==> src/rtl/button_debounce_pkg.sv <==
// Shared button timing constants and FSM state encoding, also used by the
// game FSMs for pulse timing.
package button_debounce_pkg;

  typedef enum logic [1:0] {
    RELEASED    = 2'd0,
    PRESS_CHK   = 2'd1,
    PRESSED     = 2'd2,
    RELEASE_CHK = 2'd3
  } state_t;

  // Defaults for a 50 MHz system clock.
  localparam int DEF_DEBOUNCE_CYCLES = 500000;
  localparam int DEF_LONG_CYCLES     = 50000000;
  localparam int DEF_REPEAT_CYCLES   = 12500000;

  function automatic int max_int(input int a, input int b);
    return (a > b) ? a : b;
  endfunction

endpackage

==> src/rtl/button_debounce.sv <==
// Debounces one synchronized button level and turns it into a clean level
// plus one-cycle press, release, long-press and auto-repeat pulses.
module button_debounce
  import button_debounce_pkg::*;
#(
  parameter int DEBOUNCE_CYCLES = DEF_DEBOUNCE_CYCLES,
  parameter int LONG_CYCLES     = DEF_LONG_CYCLES,
  parameter int REPEAT_CYCLES   = DEF_REPEAT_CYCLES
) (
  input  logic clk,
  input  logic rst,
  input  logic btn_in,
  output logic btn_level,
  output logic press_pulse,
  output logic release_pulse,
  output logic long_pulse,
  output logic repeat_pulse
);

  localparam int DW = $clog2(DEBOUNCE_CYCLES + 1);
  localparam int HW = $clog2(max_int(LONG_CYCLES, REPEAT_CYCLES) + 1);
  localparam logic [DW-1:0] DEB_LAST  = DW'(DEBOUNCE_CYCLES - 1);
  localparam logic [HW-1:0] LONG_V    = HW'(LONG_CYCLES);
  localparam logic [HW-1:0] REPEAT_V  = HW'(REPEAT_CYCLES);
  localparam bit            REPEAT_EN = (REPEAT_CYCLES != 0);

  state_t        state, state_n;
  logic [DW-1:0] deb_cnt, deb_cnt_n;
  logic [HW-1:0] hold_cnt, hold_cnt_n;
  logic          long_done, long_done_n;
  logic          level_n, press_n, release_n, long_n, repeat_n;

  logic [HW-1:0] hold_inc;
  logic [HW-1:0] hold_adv;
  logic          long_fire, repeat_fire;

  // One held cycle of the hold counter: fire long/repeat when the running
  // interval completes, otherwise count; it parks once repeat is disabled.
  always_comb begin
    hold_inc    = hold_cnt + HW'(1);
    hold_adv    = hold_cnt;
    long_fire   = 1'b0;
    repeat_fire = 1'b0;
    if (!long_done) begin
      if (hold_inc == LONG_V) begin
        long_fire = 1'b1;
        hold_adv  = '0;
      end else begin
        hold_adv  = hold_inc;
      end
    end else if (REPEAT_EN) begin
      if (hold_inc == REPEAT_V) begin
        repeat_fire = 1'b1;
        hold_adv    = '0;
      end else begin
        hold_adv    = hold_inc;
      end
    end
  end

  always_comb begin
    state_n     = state;
    deb_cnt_n   = deb_cnt;
    hold_cnt_n  = hold_cnt;
    long_done_n = long_done;
    level_n     = btn_level;
    press_n     = 1'b0;
    release_n   = 1'b0;
    long_n      = 1'b0;
    repeat_n    = 1'b0;
    unique case (state)
      RELEASED: begin
        if (btn_in) begin
          state_n   = PRESS_CHK;
          deb_cnt_n = '0;
        end
      end
      PRESS_CHK: begin
        if (!btn_in) begin
          state_n = RELEASED;
        end else if (deb_cnt == DEB_LAST) begin
          state_n     = PRESSED;
          level_n     = 1'b1;
          press_n     = 1'b1;
          hold_cnt_n  = '0;
          long_done_n = 1'b0;
        end else begin
          deb_cnt_n = deb_cnt + DW'(1);
        end
      end
      PRESSED: begin
        if (!btn_in) begin
          state_n   = RELEASE_CHK;
          deb_cnt_n = '0;
        end else begin
          hold_cnt_n = hold_adv;
          long_n     = long_fire;
          repeat_n   = repeat_fire;
          if (long_fire) long_done_n = 1'b1;
        end
      end
      RELEASE_CHK: begin
        // Returning to PRESSED counts as a held cycle but never pulses; an
        // interval that would complete here completes on the next edge.
        if (btn_in) begin
          state_n = PRESSED;
          if (!long_fire && !repeat_fire) hold_cnt_n = hold_adv;
        end else if (deb_cnt == DEB_LAST) begin
          state_n   = RELEASED;
          level_n   = 1'b0;
          release_n = 1'b1;
        end else begin
          deb_cnt_n = deb_cnt + DW'(1);
        end
      end
      default: state_n = RELEASED;
    endcase
  end

  always_ff @(posedge clk) begin
    if (rst) begin
      state         <= RELEASED;
      deb_cnt       <= '0;
      hold_cnt      <= '0;
      long_done     <= 1'b0;
      btn_level     <= 1'b0;
      press_pulse   <= 1'b0;
      release_pulse <= 1'b0;
      long_pulse    <= 1'b0;
      repeat_pulse  <= 1'b0;
    end else begin
      state         <= state_n;
      deb_cnt       <= deb_cnt_n;
      hold_cnt      <= hold_cnt_n;
      long_done     <= long_done_n;
      btn_level     <= level_n;
      press_pulse   <= press_n;
      release_pulse <= release_n;
      long_pulse    <= long_n;
      repeat_pulse  <= repeat_n;
    end
  end

endmodule

==> config.mk <==
export PLATFORM = sky130hd
export DESIGN_NAME = button_debounce
export DESIGN_NICKNAME = d
export VERILOG_FILES = /design/src/rtl/button_debounce_pkg.sv /design/src/rtl/button_debounce.sv
export SDC_FILE = /design/constraint.sdc
export NUM_CORES = 1
export LEC_CHECK = 0
export BUFFER_PORTS_ARGS = -buffer_cell sky130_fd_sc_hd__buf_2
export CORE_MARGIN = 3
export CORE_UTILIZATION = 59
export DETAILED_ROUTE_END_ITERATION = 7
export PLACE_DENSITY_LB_ADDON = 0.08
export SYNTH_ARGS = -nofsm -noshare
export SYNTH_HDL_FRONTEND = slang
export SYNTH_SLANG_ARGS = --single-unit
==> constraint.sdc <==
create_clock -name clk -period 8.5 [get_ports clk]
set_clock_uncertainty 0.15 [all_clocks]
set_input_delay 1.7 -clock clk [delete_from_list [all_inputs] [get_ports clk]]
set_output_delay 1.7 -clock clk [all_outputs]
set_load 0.005 [all_outputs]
==> reports/results.ini <==
[worst_setup_path]
worstSetupPathType=flip-flop to flip-flop
endpoint_kind=flip-flop
worstPathArrival_ns=3.96
worst_ep_required_time_ns=8.58
crit_path_max_fanout=14
startpoint_type=flip-flop

[detailed_routing]
drc=0
ant_nets=0
wirelength_um=7070
avgRoutedWirePerCell_um=15.6
vias=2884
via_per_inst=6.38
firstDrtPassIters=5
drtIter0Drc=240

[clocking]
cts.sinks=53
clk_pin_slew_ns=0.09
htreeDepth=2
cts-hold-fix-buffers=0
root_buffer=clkbuf_8
ctsResizeCount=0
cts_setup_buffers=0
insertion_delay_ns=0.31
cts_tree=yes
clock_path_buffers=2
cts_buffers=5

[sta]
maxSlewViolCount=0
setup_tns_ns=0
min_period_over_period_pct=45.8
finalWorstSetupSlack_ns=4.61
hold_ws_ns=0.369
relSlewSlack_pct=41.3
setup_viol=0
finalHoldViolCount=0
rsz0062_at_grt=false
tightest_slew_ns=0.877
fmax_ghz=0.257
layout_min_cycle_time_ns=3.89

[logic_synthesis]
synth_edf_count=0
ys_ff_latch=53
ys_seq_area_share_pct=33.6
synth_top_area_share_pct=33.6
synthFlopType=dfxtp_1
synth_nets=400
synth_top_cell_by_area=dfxtp_1
synth_area_leaders=dfxtp_1 34%, nor2_1 6.3%, nand2_1 4.3%
synth.cell_area_sq_um=3160
synth_common_cells=53 x dfxtp_1, 53 x nor2_1, 36 x nand2_1
synth_area_per_cell_sq_um=7.99
synthCells=395
async_reset_ff_share_pct=0
synth.distinct_cells=66
yosys_warnings=0

[power_and_ir_drop]
p_switching_mw=0.0929
p_clk_share_pct=35.6
p_total_mw=0.402
power_frac_comb_pct=2.3
power_density_nw_per_um2=126
p_leak_nw=0.918
sw_frac_of_total_pct=23.1
p_seq_share_pct=62.1
max-vdd-ir-drop_mv=0.113
internal-power_mw=0.309

[global_route]
grt_pass1_wl_um=12200
grt.overflow.total=0
grt_max_degree=40
gr-usage-all-layers_pct=24.0
grt_pass1_vias=2506
antenna_found_initial=0

[floorplanning]
die_h_um=79.1
start_util_pct=63.8
row_count=25
die_x_um=79.1
io_pins=8
die-area_sq_um=6260
core_sq_um=4940

[worst_hold_path]
hold_class=flip-flop to flip-flop

[status]
outcome=finished, final reports clean

[cells_and_area]
nets=389
diodes=0
area_delta_synth_final_pct=1.51
layout-drive-gt1-share_pct=7.79
final_area_sq_um=3200

[placement]
post-place-ws_ns=4.67
port_buffers=7
dpl_cell_area_sq_um=3120
dp_hpwl_um=4950
place.gp.congestion=0.896

[flow_run]
max_cap_viol_count=0

power groups by stage:
stage / Sequential (mW) / Clock [mW] / Combinational, mW
after floorplan: 0.256 / 0 / 0.00689
after global placement: 0.256 / 0 / 0.00890
after detailed placement: 0.256 / 0 / 0.00922
after CTS: 0.250 / 0.147 / 0.00920
after global routing: 0.250 / 0.156 / 0.0104
final: 0.250 / 0.143 / 0.00917
worst max-delay path, cell delays in order, from the launching register on:
cell,delay [ns]
dfxtp_1,0.46
ha_1,0.32
nand4_1,0.18
or4_1,0.61
or2_2,0.34
xnor2_1,0.15
or4_4,0.58
nand2_1,0.12
a41o_1,0.58
a21oi_1,0.08
a211oi_1,0.24
per-stage QoR:
stage	cells	utilization, %
detailed placement	444	63.0
floorplan	395	-
CTS	452	64.8
finish	452	64.8
global placement	444	63.0
global route	452	64.8
per-layer routing:
layer | global-route usage [%] | up-vias | wire, um
met4 | 6.70 | 0 | 114
met2 | 33.2 | 77 | 2820
met5 | 0 | - | 0
met1 | 37.4 | 1366 | 3720
li1 | - | 1428 | -
met3 | 4.31 | 13 | 412
path summary, 6_finish.rpt:
check | depth (start not counted) | end | startpoint | slack [ns]
setup reg to reg | 10 | hold_cnt[14]$_SDFFE_PP0P_ | hold_cnt[1]$_SDFFE_PP0P_ | 4.61
hold reg to reg | 2 | btn_level$_SDFFE_PP0P_ | btn_level$_SDFFE_PP0P_ | 0.37
hold / removal | 2 | btn_level$_SDFFE_PP0P_ | btn_level$_SDFFE_PP0P_ | 0.37
setup / recovery | 10 | hold_cnt[14]$_SDFFE_PP0P_ | hold_cnt[1]$_SDFFE_PP0P_ | 4.61
registers in the layout, indices dropped and copies added, names as in the netlist, named ones only:
register       count
hold_cnt          26
deb_cnt           19
btn_level          1
long_done          1
long_pulse         1
press_pulse        1
release_pulse      1
repeat_pulse       1
state              1
cells in the final DEF (no fill, tap or decap), drive strengths merged, types with 3 or more instances in the layout:
master / instances
buf: 7
xor2: 14
xnor2: 13
nand4: 15
or4: 4
a211oi: 4
nor2: 53
nor3: 17
nand2: 36
nor4: 9
o21ai: 16
and4: 4
nand2b: 5
and3: 4
o31a: 3
a22oi: 3
nand3: 22
inv: 7
a31oi: 4
a21oi: 27
a311oi: 14
nor2b: 3
clkbuf: 6
dfxtp: 53
nor4b: 4
or3: 6
cells by family after synthesis:
kind of cell / after synthesis / share of synthesized area (%)
flip-flops: 53 / 33.6
XOR/XNOR: 27 / 7.49
multiplexers: 1 / 0.317
adder cells (fa/ha/maj): 2 / 0.793
AND/OR/NAND/NOR: 197 / 33.4
AO/OA/AOI/OAI: 83 / 18.5
buffers and inverters: 32 / 5.87
final cells by class:
class / instances / area (sq um)
Clock buffer: 6 / 72.6
Clock inverter: 2 / 15.0
Fill cell: 474 / 1740
Inverter: 7 / 26.3
Multi-Input combinational cell: 310 / 1910
Sequential cell: 53 / 1060
Tap cell: 67 / 83.8
Timing Repair Buffer: 7 / 35.0
No activity file was read; power rests on OpenSTA's default activity.
